==> src/rtl/perf_monitor.sv <==
// Performance monitor: NUM_EVT event counters plus a run-cycle counter, snapshot shadows, sticky saturation flags.
// Latency: counters update on the edge that closes a RUN cycle; snapshots land at the snap_i edge, snap_vld_o one cycle later.
// Backpressure: none; events are sampled every clock and reads are combinational from the shadow registers.
//
// Ports:
//   clk_i, rst_i (async, active-low)  clock and reset
//   start_i    level run enable (1 = count, 0 = pause)
//   clear_i    synchronous clear of counters, shadows, flags and state
//   evt_i      event strobes, one per channel
//   mode_i     per channel: 0 = count high cycles, 1 = count rising edges
//   snap_i     copy live counters into the shadow registers
//   rd_sel_i   shadow select: channel index, NUM_EVT = cycle count, others read 0
//   rd_data_o  selected shadow value
//   cycle_o    live run-cycle counter
//   ovf_o      sticky per-channel saturation flags
//   done_o     high while the run-cycle limit has been reached
//   snap_vld_o pulse on the cycle after a shadow update
module perf_monitor #(
  parameter int NUM_EVT    = 4,
  parameter int CNT_W      = 32,
  parameter int MAX_CYCLES = 64
) (
  input  logic                               clk_i,
  input  logic                               rst_i,
  input  logic                               start_i,
  input  logic                               clear_i,
  input  logic [NUM_EVT-1:0]                 evt_i,
  input  logic [NUM_EVT-1:0]                 mode_i,
  input  logic                               snap_i,
  input  logic [$clog2(NUM_EVT+1)-1:0]       rd_sel_i,
  output logic [CNT_W-1:0]                   rd_data_o,
  output logic [CNT_W-1:0]                   cycle_o,
  output logic [NUM_EVT-1:0]                 ovf_o,
  output logic                               done_o,
  output logic                               snap_vld_o
);

  localparam int SEL_W = $clog2(NUM_EVT+1);
  localparam logic [CNT_W-1:0] CNT_MAX   = '1;
  localparam logic [CNT_W-1:0] CYC_LIMIT = CNT_W'(MAX_CYCLES);

  typedef enum logic [1:0] {
    S_IDLE  = 2'd0,
    S_RUN   = 2'd1,
    S_PAUSE = 2'd2,
    S_DONE  = 2'd3
  } state_t;

  state_t               r_state;
  state_t               w_state_nxt;
  logic [CNT_W-1:0]     r_cycle;
  logic [CNT_W-1:0]     r_cnt [NUM_EVT];
  logic [CNT_W-1:0]     r_sh_cnt [NUM_EVT];
  logic [CNT_W-1:0]     r_sh_cyc;
  logic [NUM_EVT-1:0]   r_ovf;
  logic [NUM_EVT-1:0]   r_evt_q;
  logic                 r_snap_vld;

  logic                 w_run;
  logic [CNT_W-1:0]     w_cyc_nxt;
  logic                 w_hit_limit;
  logic [NUM_EVT-1:0]   w_evt_hit;
  logic [NUM_EVT-1:0]   w_evt_inc;
  logic [CNT_W-1:0]     w_rd_data;

  assign w_run = (r_state == S_RUN);

  // Cycle counter saturates rather than wrapping (only reachable with MAX_CYCLES = 0).
  assign w_cyc_nxt = (w_run && (r_cycle != CNT_MAX)) ? r_cycle + CNT_W'(1) : r_cycle;

  // DONE is entered on the same edge the counter reaches the limit.
  assign w_hit_limit = (MAX_CYCLES != 0) && w_run && (w_cyc_nxt == CYC_LIMIT);

  // Mode 0 counts every high cycle; mode 1 only the first high cycle after a low sample.
  assign w_evt_hit = (evt_i & ~mode_i) | (evt_i & ~r_evt_q & mode_i);
  assign w_evt_inc = w_run ? w_evt_hit : '0;

  always_comb begin
    w_state_nxt = r_state;
    case (r_state)
      S_IDLE:  if (start_i) w_state_nxt = S_RUN;
      S_RUN: begin
        if (w_hit_limit)   w_state_nxt = S_DONE;
        else if (!start_i) w_state_nxt = S_PAUSE;
      end
      S_PAUSE: if (start_i) w_state_nxt = S_RUN;
      S_DONE:  w_state_nxt = S_DONE;
      default: w_state_nxt = S_IDLE;
    endcase
  end

  always_ff @(posedge clk_i or negedge rst_i) begin
    if (!rst_i) begin
      r_state    <= S_IDLE;
      r_cycle    <= '0;
      r_sh_cyc   <= '0;
      r_ovf      <= '0;
      r_evt_q    <= '0;
      r_snap_vld <= 1'b0;
      for (int k = 0; k < NUM_EVT; k++) begin
        r_cnt[k]    <= '0;
        r_sh_cnt[k] <= '0;
      end
    end else if (clear_i) begin
      // Clear wins over start_i and snap_i on the same edge.
      r_state    <= S_IDLE;
      r_cycle    <= '0;
      r_sh_cyc   <= '0;
      r_ovf      <= '0;
      r_evt_q    <= '0;
      r_snap_vld <= 1'b0;
      for (int k = 0; k < NUM_EVT; k++) begin
        r_cnt[k]    <= '0;
        r_sh_cnt[k] <= '0;
      end
    end else begin
      r_state    <= w_state_nxt;
      r_cycle    <= w_cyc_nxt;
      r_evt_q    <= evt_i;
      r_snap_vld <= snap_i;
      for (int k = 0; k < NUM_EVT; k++) begin
        if (w_evt_inc[k]) begin
          if (r_cnt[k] == CNT_MAX) r_ovf[k] <= 1'b1;
          else                     r_cnt[k] <= r_cnt[k] + CNT_W'(1);
        end
      end
      // Shadows capture pre-edge values, in any state.
      if (snap_i) begin
        r_sh_cyc <= r_cycle;
        for (int k = 0; k < NUM_EVT; k++) begin
          r_sh_cnt[k] <= r_cnt[k];
        end
      end
    end
  end

  always_comb begin
    w_rd_data = '0;
    for (int k = 0; k < NUM_EVT; k++) begin
      if (rd_sel_i == SEL_W'(k)) w_rd_data = r_sh_cnt[k];
    end
    if (rd_sel_i == SEL_W'(NUM_EVT)) w_rd_data = r_sh_cyc;
  end

  assign rd_data_o  = w_rd_data;
  assign cycle_o    = r_cycle;
  assign ovf_o      = r_ovf;
  assign done_o     = (r_state == S_DONE);
  assign snap_vld_o = r_snap_vld;

endmodule
==> config.mk <==
export PLATFORM = sky130hd
export DESIGN_NAME = perf_monitor
export DESIGN_NICKNAME = d
export VERILOG_FILES = /design/src/rtl/perf_monitor.sv
export SDC_FILE = /design/constraint.sdc
export NUM_CORES = 1
export LEC_CHECK = 0
export BUFFER_PORTS_ARGS = -buffer_cell sky130_fd_sc_hd__buf_2
export CORE_MARGIN = 2
export CORE_UTILIZATION = 40
export DETAILED_ROUTE_END_ITERATION = 10
export PLACE_DENSITY_LB_ADDON = 0.05
export SLEW_MARGIN = 25
export SYNTH_ARGS = -nofsm -noshare
export SYNTH_HDL_FRONTEND = slang
export SYNTH_SLANG_ARGS = --single-unit
export TNS_END_PERCENT = 50
==> constraint.sdc <==
create_clock -name clk_i -period 3.8 [get_ports clk_i]
set_clock_uncertainty 0.15 [all_clocks]
set_input_delay 0.95 -clock clk_i [delete_from_list [all_inputs] [get_ports clk_i]]
set_output_delay 0.95 -clock clk_i [all_outputs]
set_load 0.02 [all_outputs]
==> results of run 1 <==
area by class of cell:
class	count	area share (%)
Antenna cell	2	0.0265
Clock buffer	60	6.01
Clock inverter	7	0.384
Inverter	28	0.556
Multi-Input combinational cell	1191	40.5
Sequential cell	331	43.8
Tap cell	532	3.52
Timing Repair Buffer	135	5.25
worst max-delay path: cells and delay by family:
kind | cells | cell delay [ns]
AOI/OAI and AO/OA | 1 | 0.20
and+or+nand+nor | 2 | 0.33
buffers and inverters | 4 | 1.00
metrics by stage:
stage	setup WS [ns]	total power [mW]	utilization, %
final	0.208	7.56	46.4
after global routing	0.0754	7.85	46.4
after CTS	0.244	7.68	46.4
after detailed placement	0.251	4.00	43.4
after global placement	0.279	3.99	43.4
after floorplan	0.113	3.81	-
path summary, 6_finish.rpt:
check                      cells after the start  slack [ns]   startpoint      endpoint
min in group clk_i                             2        0.34     ovf_o[1]      ovf_o[1]
hold / removal                                 1        0.27        rst_i   cycle_o[22]
max in group asynchronous                      2        2.41        rst_i  r_sh_cnt[56]
setup reg to reg                               8        0.46   cycle_o[5]    r_state[1]
hold reg to reg                                2        0.34     ovf_o[1]      ovf_o[1]
setup / recovery                               7        0.21  rd_sel_i[2]  rd_data_o[1]
metal layers:
layer	vias to the layer above	track usage [%]	wire (um)
li1	5857	-	-
met1	6202	35.2	23800
met2	268	34.5	21400
met3	50	3.86	2250
met4	0	5.72	977
met5	-	0	0
report_power, final:
group	leakage, nW	switching (mW)	internal, mW
logic	3.51	0.263	0.111
registers	4.62	0.0130	3.54
clock network	0.583	1.51	2.13
state kept, by name (all words and copies together) (netlist names):
register and count:
r_sh_cyc 32, r_state 2, r_evt_q 4, snap_vld_o 1, ovf_o 4, r_sh_cnt 128, cycle_o 32, r_cnt 128
logic make-up after synthesis:
| logic type | count (synthesis) | share of synthesized area [%] |
|---|---|---|
| AO/OA/AOI/OAI | 145 | 5.51 |
| XOR/XNOR | 146 | 7.76 |
| adder cells (fa/ha/maj) | 5 | 0.380 |
| buffers and inverters | 126 | 3.29 |
| flip-flops | 331 | 50.3 |
| multiplexers | 196 | 12.6 |
| AND/OR/NAND/NOR | 699 | 20.2 |
cells in the final DEF, fill, tap and decap left out, types with 3 or more instances in the layout:
cell       synthesis  layout
mux2i_1          187     187
inv_1             28      28
buf_4              0      37
or3_2              4       4
nor2_1           355     355
nand2_1           74      74
clkbuf_16          0      41
nor4_1            14      14
clkbuf_8           2       4
buf_8              0       3
nand4_1           43      43
and2_1            10      10
a21oi_1           46      46
a31oi_1            5       5
xnor2_1           68      68
nor3_1            32      31
dfrtp_1          331     331
or2_2              4       4
xor2_1            78      78
and4_1            17      17
o22ai_1           24      24
a22oi_1           23      23
ha_1               5       5
nor2b_1           16      16
nand2b_1           3       3
and3_2             4       4
buf_2              3      82
clkbuf_1          68      15
and3_1            27      27
o21ai_0           32      32
or3_1             18      18
or4_1              3       3
buf_12             0      13
mux4_2             9       9
nand3_1           62      62
==> results.json, run 1 <==
{
  "outcome": "completed",
  "place_hpwl_um": 33900,
  "crit_type": "input pin to primary output",
  "io_pins": 86,
  "vias": 12400,
  "maxCapViolCount": 0,
  "ys_seq_area_share_pct": 50.3,
  "ant_nets": 0,
  "synthArstFlopShare_pct": 100,
  "holdWs_ns": 0.269,
  "globalRouteOverflowTotal": 0,
  "cts.htree.levels": 2,
  "insertion_delay_ns": 0.56,
  "synth_common_cells": "nor2_1, dfrtp_1, mux2i_1",
  "design.die.area_um2": 42800,
  "worst_path_max_delay_cell": "buf_4",
  "cp_slowest_stage_delay_ns": 0.30,
  "hold_viol": 0,
  "relSlewSlack_pct": 49.8,
  "synthCells": 1648,
  "syn_to_final_growth_pct": 14.8,
  "numPortBuffers": 85,
  "drc": 0,
  "vias_per_cell": 5.41,
  "rows": 74,
  "tns_ns": 0,
  "post_cts_buffers": 0,
  "n_fill_cell": 3982,
  "grt_pass1_wl_um": 75100,
  "cts_num_sinks": 331,
  "power_density_nw_per_um2": 400,
  "ir_worst_vdd_mv": 0.306,
  "rsz0062_at_grt": "no",
  "placedInstanceArea_um2": 17700,
  "synth_area_leaders": "dfrtp_1, mux2i_1, nor2_1",
  "antenna_found_initial": 1,
  "cts_buffers": 40,
  "critPathRequiredTime_ns": 2.70,
  "wl_per_cell_um": 21.2,
  "clk_pin_slew_ns": 0.05,
  "floorplan.die.width_um": 207,
  "ys.flop_type": "dfrtp_1",
  "root_buffer": "clkbuf_16",
  "post-place-cells": 2217,
  "setup_viol": 0,
  "synth-edff-count": 0,
  "drtPass1Iterations": 5,
  "seqCellArea_um2": 8280,
  "crit_path_max_fanout": 20,
  "multiInputGateArea_um2": 7650,
  "fmax_ghz": 0.278,
  "ys_ff_latch": 331,
  "start_util_pct": 40.4,
  "critPathLaunchType": "input pin",
  "endpoint_kind": "primary output",
  "slew_viol_final": 0,
  "yosysMostFrequentCell": "nor2_1",
  "synth_top_area_share_pct": 50.3,
  "core_um2": 40700,
  "fin_cells": 2286,
  "worst_pin_slew_ns": 0.753,
  "synth_area_um2": 16500,
  "p_leak_nw": 8.71,
  "grt_max_degree": 102,
  "fp.dieH_um": 207,
  "drive_gt1_share_pct": 12.5,
  "clk_path_buf_depth": 3,
  "grt_pass1_vias": 12000,
  "synthDistinctLibCells": 56,
  "path_cells": "buf_2 > buf_4 > nor3b_1 > buf_4 > nand2_1 > o21ai_0 > buf_2",
  "hp-class": "input pin to async pin",
  "routabilityCongestion": 0.822,
  "min_period_ns": 3.59,
  "syn-num-nets": 1669,
  "yosysTopAreaCell": "dfrtp_1",
  "drt-initial-drc-count": 846,
  "ys_warn_count": 0,
  "wirelength_um": 48500,
  "cts_resized": 0,
  "holdBufCountCts": 0,
  "layout.nets": 1748,
  "fin_area_um2": 18900,
  "grt.total_usage_pct": 23.2,
  "min_period_over_period_pct": 94.5,
  "crit_arrival_ns": 2.49,
  "avgSynthCellArea_um2": 10.0,
  "cts_tree": "built"
}
(Power assumes the default switching activity.)
==> run 2: changes to the inputs <==
Settings changed: ABC_AREA set to 1, BUFFER_PORTS_ARGS -buffer_cell sky130_fd_sc_hd__buf_2 to -buffer_cell sky130_fd_sc_hd__buf_4.
==> run 2 against run 1 <==
Compared with the run above: sequential power is essentially flat; critical path type unchanged; design area increased by 5.5%; sequential share of layout area shrank 2.3 points; register-to-register slack better by 0.22 ns; synthesized cell count rose by 37%; fmax increased by 3.9%; non-clock buffer count fell by 17; final cell count grew 28%; power up 3.6%.
==> results.json, run 2 <==
{
  "drtPass1Iterations": 5,
  "crit_cells": 7,
  "diodes": 0,
  "core_um2": 43000,
  "syn-num-nets": 2278,
  "insertion_delay_ns": 0.56,
  "synth_area_um2": 17400,
  "ant_nets": 0,
  "p_leak_nw": 8.37,
  "worst_path_max_delay_cell": "clkinv_1",
  "clk_path_buf_depth": 3,
  "drc": 0,
  "power_density_nw_per_um2": 393,
  "ir_worst_vdd_mv": 0.255,
  "critPathRequiredTime_ns": 2.70,
  "wirelength_um": 62600,
  "start_util_pct": 40.5,
  "synthCells": 2257,
  "drt-initial-drc-count": 1443,
  "layout_common_cells": "nand2_1, dfrtp_1, inv_1, nand3_1, nor2_1",
  "relSlewSlack_pct": 39.4,
  "n_fill_cell": 4368,
  "reg.largest.list": "r_cnt (128), r_sh_cnt (128)",
  "wl_per_cell_um": 21.4,
  "seqCellArea_um2": 8280,
  "vias": 16000,
  "grt_max_degree": 86,
  "ys_warn_count": 0,
  "worstRegToRegCells": 17,
  "min_period_ns": 3.46,
  "cts_num_sinks": 331,
  "ys_seq_area_share_pct": 47.6,
  "startpoint": "rd_sel_i[0]",
  "yosysTopAreaCell": "dfrtp_1",
  "critPathLaunchType": "input pin",
  "path_cells": "buf_4 > nor2_1 > nand2_1 > clkinv_1 > nand2_1 > nand3_1 > buf_4",
  "ys_ff_latch": 331,
  "globalRouteOverflowTotal": 0,
  "floorplan.die.width_um": 213,
  "rsz0062_at_grt": "no",
  "grt_pass1_vias": 15400,
  "multiInputGateArea_um2": 7480,
  "cts.htree.levels": 2,
  "endpoint_kind": "primary output",
  "cts_resized": 0,
  "routabilityCongestion": 0.939,
  "setup_viol": 0,
  "yosysMostFrequentCell": "nand2_1",
  "layout.nets": 2342,
  "synthArstFlopShare_pct": 100,
  "io_pins": 86,
  "rows": 76,
  "fin_area_um2": 19900,
  "hp-class": "input pin to async pin",
  "outcome": "completed",
  "cp_slowest_stage_delay_ns": 0.54,
  "post_cts_buffers": 0,
  "holdBufCountCts": 0,
  "path_delay_family": "buffers and inverters",
  "numPortBuffers": 85,
  "crit_path_max_fanout": 19,
  "clk_pin_slew_ns": 0.06,
  "grt_pass1_wl_um": 95600,
  "drive_gt1_share_pct": 10.1,
  "antenna_found_initial": 0,
  "final_common_cell": "nand2_1",
  "crit_type": "input pin to primary output",
  "avgSynthCellArea_um2": 7.71,
  "synth_common_cells": "nand2_1, dfrtp_1, inv_1",
  "fmax_ghz": 0.289,
  "crit_arrival_ns": 2.36,
  "vias_per_cell": 5.46,
  "design.die.area_um2": 45200,
  "ys.flop_type": "dfrtp_1",
  "cts_buffers": 40,
  "placedInstanceArea_um2": 18700,
  "place_hpwl_um": 46500,
  "slew_viol_final": 0,
  "hold_viol": 0,
  "min_period_over_period_pct": 91.0,
  "syn_to_final_growth_pct": 14.7,
  "cp_num_buf_inv": 3,
  "synth_top_area_share_pct": 47.6,
  "cts_tree": "built",
  "synth-edff-count": 0,
  "rr_startpoint": "r_state[0]",
  "timing.rr.end": "r_state[0]",
  "worst_pin_slew_ns": 0.909,
  "root_buffer": "clkbuf_16",
  "grt.total_usage_pct": 28.2,
  "synth_area_leaders": "dfrtp_1, nand2_1, inv_1",
  "maxCapViolCount": 0,
  "synthDistinctLibCells": 47,
  "tns_ns": 0,
  "endpoint": "rd_data_o[9]",
  "fp.dieH_um": 213,
  "ff2ff_setup_slack_ns": 0.68
}
-- run 2: where the power goes --
| group | switching, mW | internal, mW |
|---|---|---|
| combinational | 0.358 | 0.0989 |
| sequential | 0.0135 | 3.54 |
| clock | 1.53 | 2.29 |
| total | 1.90 | 5.93 |
-- run 2: worst register-to-register path, cell delays in order, from the launching register on --
cell and delay [ns]:
dfrtp_1 0.38, inv_1 0.11, nor2_2 0.49, buf_4 0.23
nand2_1 0.05, nor2_1 0.37, nand2_1 0.10, nor2_1 0.19
nand3_1 0.09, nand2_1 0.12, nand2_1 0.05, nor2_1 0.17
nand2_1 0.11, nor2_1 0.10, nand2_1 0.11, nand2_1 0.08
nand3_1 0.06, nand2_1 0.09
-- run 2: layout make-up --
type                    instances  area share, %
clock buffers                  60           6.00
flip-flops and latches        331           41.5
inverters                     323           6.12
multi-input cells            1507           37.5
well taps                     585           3.67
clock inverters                 5          0.376
repair buffers                118           4.79
-- run 2: cells by family after synthesis --
family,share of synthesized area [%]
xor gates and xnor gates,1.61
adders and majority gates,0.360
DFF,47.6
and+or+nand+nor,27.3
buffers and inverters,9.40
AOI/OAI and AO/OA,13.7
-- run 2: worst min-delay path by stage --
stage | from | endpoint | slack [ns] | cells past startpoint
6_report | rst_i | r_cnt[121] | 0.13 | 1
3_5_place_dp | r_cnt[53] | r_cnt[53] | 0.31 | 1
2_1_floorplan | r_cnt[53] | r_cnt[53] | 0.29 | 1
5_1_grt | rst_i | r_cnt[117] | 0.15 | 1
4_1_cts | rst_i | r_cnt[121] | 0.14 | 1
3_3_place_gp | r_cnt[53] | r_cnt[53] | 0.31 | 1
-- run 2: layer usage --
metal  global-route usage (%)  routed length (um)
met3                     5.88                4650
met2                     43.8               28000
met4                     8.20                1620
met5                        0                   0
met1                     39.6               28300
-- run 2: per-stage QoR --
stage          setup WS (ns)  power [mW]  hold slack [ns]  utilization (%)  instances
6_report               0.341        7.83            0.133             46.4       2929
5_1_grt                0.249        8.10            0.151             46.4       2929
4_1_cts                0.415        7.91            0.142             46.4       2929
3_5_place_dp           0.424        4.08            0.314             43.4       2864
3_3_place_gp           0.424        4.08            0.309             43.4       2864
2_1_floorplan          0.844        3.86            0.289                -       2257
